`config.mk`:
```
export PLATFORM = sky130hd
export DESIGN_NAME = pipeline_ctrl
export DESIGN_NICKNAME = d
export VERILOG_FILES = /design/src/rtl/pipeline_ctrl.sv
export SDC_FILE = /design/constraint.sdc
export NUM_CORES = 1
export LEC_CHECK = 0
export ABC_AREA = 1
export BUFFER_PORTS_ARGS = -buffer_cell sky130_fd_sc_hd__buf_2
export CAP_MARGIN = 30
export CELL_PAD_IN_SITES_DETAIL_PLACEMENT = 1
export CELL_PAD_IN_SITES_GLOBAL_PLACEMENT = 1
export CORE_ASPECT_RATIO = 0.7
export CORE_MARGIN = 2
export CORE_UTILIZATION = 35
export DETAILED_ROUTE_END_ITERATION = 8
export PLACE_DENSITY = 0.83
export SLEW_MARGIN = 40
export SYNTH_ARGS = -nofsm -noshare
export SYNTH_HDL_FRONTEND = slang
export SYNTH_SLANG_ARGS = --single-unit
```
`constraint.sdc`:
```
create_clock -name clk -period 1.5 [get_ports clk]
set_input_delay 0.15 -clock clk [delete_from_list [all_inputs] [get_ports clk]]
set_output_delay 0.15 -clock clk [all_outputs]
set_load 0.01 [all_outputs]
```
`src/rtl/pipeline_ctrl.sv`:
```
// pipeline_ctrl: hazard and stall controller for a five-stage pipeline.
// It detects load-use hazards and sequences a 32-cycle multi-cycle divide.
// It steers the PC and IF/ID enables, and it flushes IF/ID on a taken branch
// or when instruction memory is not ready.
// It also tracks fetch timeouts and accumulates the number of stall cycles.
// The control outputs are combinational: ID needs them in the same cycle
// that the hazard appears.
module pipeline_ctrl (
  input  logic        clk,
  input  logic        clrn,
  input  logic [4:0]  id_rs_i,
  input  logic [4:0]  id_rt_i,
  input  logic        id_uses_rs_i,
  input  logic        id_uses_rt_i,
  input  logic        id_is_div_i,
  input  logic        id_branch_taken_i,
  input  logic        ex_wreg_i,
  input  logic        ex_m2reg_i,
  input  logic [4:0]  ex_rn_i,
  input  logic        imem_ready_i,
  output logic        pc_en_o,
  output logic        ifid_en_o,
  output logic        ifid_flush_o,
  output logic        id_bubble_o,
  output logic        div_start_o,
  output logic        div_done_o,
  output logic        fetch_err_o,
  output logic [15:0] stall_cnt_o
);

  localparam logic [0:0] ST_RUN = 1'b0;
  localparam logic [0:0] ST_DIV = 1'b1;

  localparam logic [4:0]  DIV_LOAD   = 5'd31;
  localparam logic [7:0]  FWAIT_MAX  = 8'hFF;
  localparam logic [15:0] STALL_MAX  = 16'hFFFF;

  logic [0:0]  state_q, state_d;
  logic [4:0]  div_cnt_q, div_cnt_d;
  logic [7:0]  fwait_q, fwait_d;
  logic        fetch_err_q, fetch_err_d;
  logic [15:0] stall_cnt_q, stall_cnt_d;
  logic        load_use;

  // Load-use hazard: the EX load targets a nonzero register that ID reads.
  always_comb begin
    load_use = ex_wreg_i & ex_m2reg_i & (ex_rn_i != 5'd0) &
               ((id_uses_rs_i & (ex_rn_i == id_rs_i)) |
                (id_uses_rt_i & (ex_rn_i == id_rt_i)));
  end

  // Control decode and next state. While stalled, a branch is held rather than flushed.
  always_comb begin
    pc_en_o      = 1'b0;
    ifid_en_o    = 1'b0;
    ifid_flush_o = 1'b0;
    id_bubble_o  = 1'b0;
    div_start_o  = 1'b0;
    div_done_o   = 1'b0;
    state_d      = state_q;
    div_cnt_d    = div_cnt_q;
    case (state_q)
      ST_RUN: begin
        if (load_use) begin
          id_bubble_o = 1'b1;
        end else if (id_is_div_i) begin
          id_bubble_o = 1'b1;
          div_start_o = 1'b1;
          state_d     = ST_DIV;
          div_cnt_d   = DIV_LOAD;
        end else begin
          ifid_en_o    = 1'b1;
          pc_en_o      = imem_ready_i | id_branch_taken_i;
          ifid_flush_o = id_branch_taken_i | ~imem_ready_i;
        end
      end
      ST_DIV: begin
        // Hazard and branch inputs are ignored until the divide completes.
        if (div_cnt_q == 5'd0) begin
          div_done_o   = 1'b1;
          ifid_en_o    = 1'b1;
          pc_en_o      = imem_ready_i;
          ifid_flush_o = ~imem_ready_i;
          state_d      = ST_RUN;
        end else begin
          id_bubble_o = 1'b1;
          div_cnt_d   = div_cnt_q - 5'd1;
        end
      end
      default: begin
        id_bubble_o = 1'b1;
        state_d     = ST_RUN;
        div_cnt_d   = 5'd0;
      end
    endcase
  end

  // Fetch-wait counter saturates; the timeout flag is sticky until reset.
  always_comb begin
    if (imem_ready_i) begin
      fwait_d = 8'd0;
    end else if (fwait_q != FWAIT_MAX) begin
      fwait_d = fwait_q + 8'd1;
    end else begin
      fwait_d = fwait_q;
    end
    if ((fwait_q == FWAIT_MAX) && !imem_ready_i) begin
      fetch_err_d = 1'b1;
    end else begin
      fetch_err_d = fetch_err_q;
    end
  end

  // Count cycles in which the PC is held, saturating at full scale.
  always_comb begin
    if (!pc_en_o && (stall_cnt_q != STALL_MAX)) begin
      stall_cnt_d = stall_cnt_q + 16'd1;
    end else begin
      stall_cnt_d = stall_cnt_q;
    end
  end

  // State register with asynchronous clear. A reset during a divide abandons it.
  always_ff @(posedge clk or negedge clrn) begin
    if (!clrn) begin
      state_q     <= ST_RUN;
      div_cnt_q   <= 5'd0;
      fwait_q     <= 8'd0;
      fetch_err_q <= 1'b0;
      stall_cnt_q <= 16'd0;
    end else begin
      state_q     <= state_d;
      div_cnt_q   <= div_cnt_d;
      fwait_q     <= fwait_d;
      fetch_err_q <= fetch_err_d;
      stall_cnt_q <= stall_cnt_d;
    end
  end

  assign fetch_err_o = fetch_err_q;
  assign stall_cnt_o = stall_cnt_q;

endmodule

```
**Yosys cells after proc, flatten, opt, wreduce, memory -nomap -nowiden**

Cells that the tools add are included.

- Bits of input ports: 24
- Bits in registers: 31

- Mux-type cells: 26
- Equal/unequal tests: 8
- Bitwise operators: 10
- Reductions and logical operators: 8
- $add $sub $neg: 3

Operators by type and width:

| cell | count |
|---|---|
| $add A16 B1 Y16 const B | 1 |
| $mux W8 | 2 |
| $ne A16 B16 Y1 const B | 1 |
| $mux W1 | 15 |
| $mux W5 | 3 |
| $eq A5 B5 Y1 | 2 |
| $pmux W1 S2 | 5 |
| $pmux W5 S2 | 1 |
| $add A8 B1 Y8 const B | 1 |
| $eq A8 B8 Y1 const B | 1 |
| $ne A8 B8 Y1 const B | 1 |
| $ne A2 B2 Y1 const B | 3 |
| $and A1 B1 Y1 | 5 |
| $logic_not A5 Y1 | 1 |
| $reduce_bool A5 Y1 | 1 |
| $sub A5 B1 Y5 const B | 1 |
| $or A1 B1 Y1 | 3 |
| $reduce_and A3 Y1 | 1 |
| $logic_and A1 B1 Y1 | 2 |
| $logic_not A1 Y1 | 2 |
| $not A1 Y1 | 2 |
| $reduce_bool A2 Y1 | 1 |

**Logic depth before layout (Yosys ltp)**

- Word-level depth: 8
- Gate-level depth with buffers: 12
- Mapped depth without buffers: 11

**Worst setup path after synthesis**

OpenSTA, ideal clock, no wires.

- Kind: reg2reg
- Start point: reg stall_cnt_q[0], in the netlist stall_cnt_o[0]
- End point: reg stall_cnt_q[10], in the netlist stall_cnt_o[10]
- Path buffers: 1
- Required time: 1383 ps
- Data arrival time: 1449 ps
- Setup time: 117 ps
- Cell stages (with the launch flop): 8
- Setup slack: -66 ps
- Cell sequence: dfrtp_1 > ha_1 > nand3_2 > nor3_4 > nand3_4 > buf_2 > nand4_1 > nand2_1

- Word-level cells in the longest chain between the ends: 2

Ends and longest elaborated chain:

| what | RTL line | RTL |
|---|---|---|
| start, declared | 42 | `logic [15:0] stall_cnt_q, stall_cnt_d;` |
| start signal, assigned | 136 | `stall_cnt_q <= stall_cnt_d;` |
| branches (longest 2 deep; another with $add A16 B1 Y16) | -- |  |

Parallel ways; which one is timed is not known.
A chain may end at the register's enable or synchronous reset.

**Worst setup path after layout**

- Start point: reg div_cnt_q[0]
- End point: out pc_en_o

- Word-level cells in the longest chain between the ends: 3

Ends and longest elaborated chain:

| what | RTL line | RTL |
|---|---|---|
| start, declared | 39 | `logic [4:0] div_cnt_q, div_cnt_d;` |
| start signal, assigned | 133 | `div_cnt_q <= div_cnt_d;` |
| $logic_not A5 Y1 | 79 | `if (div_cnt_q == 5'd0) begin` |
| $mux W1 | 79 |  |
| $pmux W1 S2 | 62 | `case (state_q)` |
| end, declared | 21 | `output logic pc_en_o,` |

No other way between the ends.

==> flow_metrics.env <==
export IMPL_multiInputGateArea_um2=1388
export IMPL_dr_pass1_iters=4
export IMPL_place_inst=435
export IMPL_finalWirelength_um=8768
export IMPL_start_util_pct=36.91
export IMPL_diodes=0
export IMPL_fin_cells=456
export IMPL_synth_main_ff_cell="dfrtp_1"
export IMPL_skew_ns=0.004067
export IMPL_grt_first_pass_wirelength_um=13660
export IMPL_antenna_found_initial=0
export IMPL_hpwl_um=5177
export IMPL_layout_nets=408
export IMPL_fmax_mhz=623.4
export IMPL_fin_area_um2=3077
export IMPL_max_cap_violations=0
export IMPL_yosysMostFrequentCell="nand2_1"
export IMPL_yosysTopAreaCellShare_pct=36.15
export IMPL_rows=23
export IMPL_fin_util_pct=52.93
export IMPL_avgSynthCellArea_um2=7.299
export IMPL_synth_seq_cells=31
export IMPL_numCtsBuffers=5
export IMPL_violations="setup timing"
export IMPL_viasPerCell=5.241
export IMPL_wl_per_cell_um=19.23
export IMPL_dpl_cell_area_um2=2649
export IMPL_syn_nets=322
export IMPL_grt_start_max_net_pins=19
export IMPL_route_detailed_drc=0
export IMPL_area_growth_pct=43.38
export IMPL_rsz0062_at_grt="yes"
export IMPL_powerDensity_nw_per_um2=1375
export IMPL_arrival_ns=1.45
export IMPL_syn_area_um2=2146
export IMPL_die_h_um=69.51
export IMPL_timing_final_crit_period_ns=1.604
export IMPL_cp_required_ns=1.35
export IMPL_ys_warn_count=0
export IMPL_yosys_area_top_type="dfrtp_1"
export IMPL_grt_total_usage_pct=25.80
export IMPL_core_area_um2=5813
export IMPL_syn_inst=294
export IMPL_final_layout_size_suffix_gt1_share_pct=41.99
export IMPL_first_global_vias=2555
export IMPL_clk_pin_slew_ns=0.07
export IMPL_clk_latency_ns=0.29
export IMPL_worstMarginPinSlew_ns=0.4335
export IMPL_leakagePower_nw=1.706
export IMPL_clkSinkCount=31
export IMPL_critPathLaunchType="flip-flop"
export IMPL_synth_edf_count=0
export IMPL_whs_ns=0.1666
export IMPL_cp_max_fo=4
export IMPL_cts_buffer_depth=2
export IMPL_route_vias_total=2390
export IMPL_portBuffers=46
export IMPL_cts_htree_levels=2
export IMPL_drtAntennaViolNets=0
export IMPL_nFillCells=745
export IMPL_end_kind="output port"
export IMPL_synthTopCellsByCount="nand2_1 (91), nor2_1 (35), dfrtp_1 (31)"
export IMPL_cts_tree="built"
export IMPL_peakVddDrop_mv=0.8593
export IMPL_root_buffer="clkbuf_8"
export IMPL_worst_slack_ns=-0.1042
export IMPL_first_iter_violations=130
export IMPL_synthArstFlopShare_pct=100.0
export IMPL_synth_area_leaders="dfrtp_1 (36%), nand2_1 (16%), nand4_1 (6.4%), nor2_1 (6.1%), inv_1 (4.7%)"
export IMPL_hp_class="input pin to flip-flop"
export IMPL_maxSlewViolCount=0
export IMPL_slew_headroom_pct=71.10
export IMPL_seq_area_frac_synth_pct=36.15
export IMPL_grt_ovfl_total=0
export IMPL_die_w_um=97.59
export IMPL_worstSetupPathType="flip-flop to output port"
export IMPL_synthDistinctLibCells=28
export IMPL_num_io_pins=47
export IMPL_hold_viol=0
export IMPL_setup_viol=21
export IMPL_seqCellArea_um2=779.5
export IMPL_dieArea_um2=6783
export IMPL_min_period_over_period_pct=106.9
export IMPL_status="complete, but fails checks"
export IMPL_place_gp_congestion=0.9073
==> metal layers <==
metal / GRT usage (%) / wire, um / vias to the layer above
met5: 0 / 0 / -
met2: 42.91 / 4358 / 58
met1: 32.91 / 3820 / 1196
met4: 8.796 / 208 / 0
met3: 6.351 / 380 / 20
li1: - / - / 1116
==> logic make-up after synthesis <==
logic type                 count (synthesis)  share of synthesized area [%]
and+or+nand+nor                          194                          44.43
buffers and inverters                     37                          7.405
DFF                                       31                          36.15
xor gates and xnor gates                  15                          6.123
AOI/OAI and AO/OA                         13                          3.556
adders and majority gates                  4                          2.332
==> area by class of cell <==
type	instances	area share (%)
Inverter	31	3.782
Sequential cell	31	25.34
Clock buffer	8	3.253
Multi-Input combinational cell	226	45.10
Timing Repair Buffer	85	19.48
Tap cell	75	3.050
==> state kept, by name, summed over array words and instances, names as in the netlist <==
name and count:
state_q 1, div_cnt_q 5, stall_cnt_o 16, fwait_q 8, fetch_err_o 1
==> worst max-delay path, stage by stage (launching register included) <==
cell     delay, ns
dfrtp_1       0.39
inv_2         0.10
ha_4          0.15
nand3_4       0.08
nor2_4        0.15
nand2_4       0.08
nand2_2       0.09
buf_6         0.11
==> through the flow <==
stage	setup slack, ns	TNS (ns)	power, mW
floorplan	0.01190	0	2.239
global placement	0.01238	0	2.851
detailed placement	-0.07882	-0.8553	2.928
CTS	-0.1090	-0.8553	4.046
global route	-0.1756	-2.990	4.480
finish	-0.1042	-1.304	4.230
==> cell usage in the layout, fill, tap and decap left out, drive strengths merged <==
master and n:
nor2 38, o21ai 5, nor3 3, xnor2 8
nand2 106, o2111ai 1, inv 31, nand4 22
buf 84, nor4 1, or2 3, ha 4
o21a 2, xor2 7, clkbuf 8, a21oi 3
a31oi 2, dlygate4sd3 1, dfrtp 31, nand3 21
==> power breakdown <==
part / leakage [nW] / switching, mW / internal, mW / total [mW]
Combinational: 1.26 / 1.23 / 0.967 / 2.20
Sequential: 0.393 / 0.236 / 1.04 / 1.27
Clock: 0.0515 / 0.340 / 0.419 / 0.759
==> repair_timing <==
item	4_1_cts	5_1_grt
endpoints found under the hold margin	16	0
setup buffers	10	2
cloned	0	0
setup endpoints to repair	25	31
hold buffers	1	0
pin swaps	12	6
resized for setup	32	26
==> path summary, 6_finish.rpt <==
| kind | depth (start not counted) | slack, ns | end | startpoint |
|---|---|---|---|---|
| min in group asynchronous | 2 | 0.33 | fwait_q[3]$_DFFE_PN0N_ | clrn |
| hold reg to reg | 2 | 0.48 | fetch_err_o$_DFFE_PN0P_ | fetch_err_o$_DFFE_PN0P_ |
| hold / removal | 2 | 0.17 | fwait_q[0]$_DFFE_PN0N_ | imem_ready_i |
| max in group asynchronous | 3 | 0.63 | stall_cnt_o[10]$_DFFE_PN0P_ | clrn |
| setup reg to reg | 8 | -0.09 | stall_cnt_o[15]$_DFFE_PN0P_ | stall_cnt_o[4]$_DFFE_PN0P_ |
| setup / recovery | 7 | -0.10 | pc_en_o | div_cnt_q[0]$_DFFE_PN0P_ |
No activity file was read; power rests on OpenSTA's default activity.
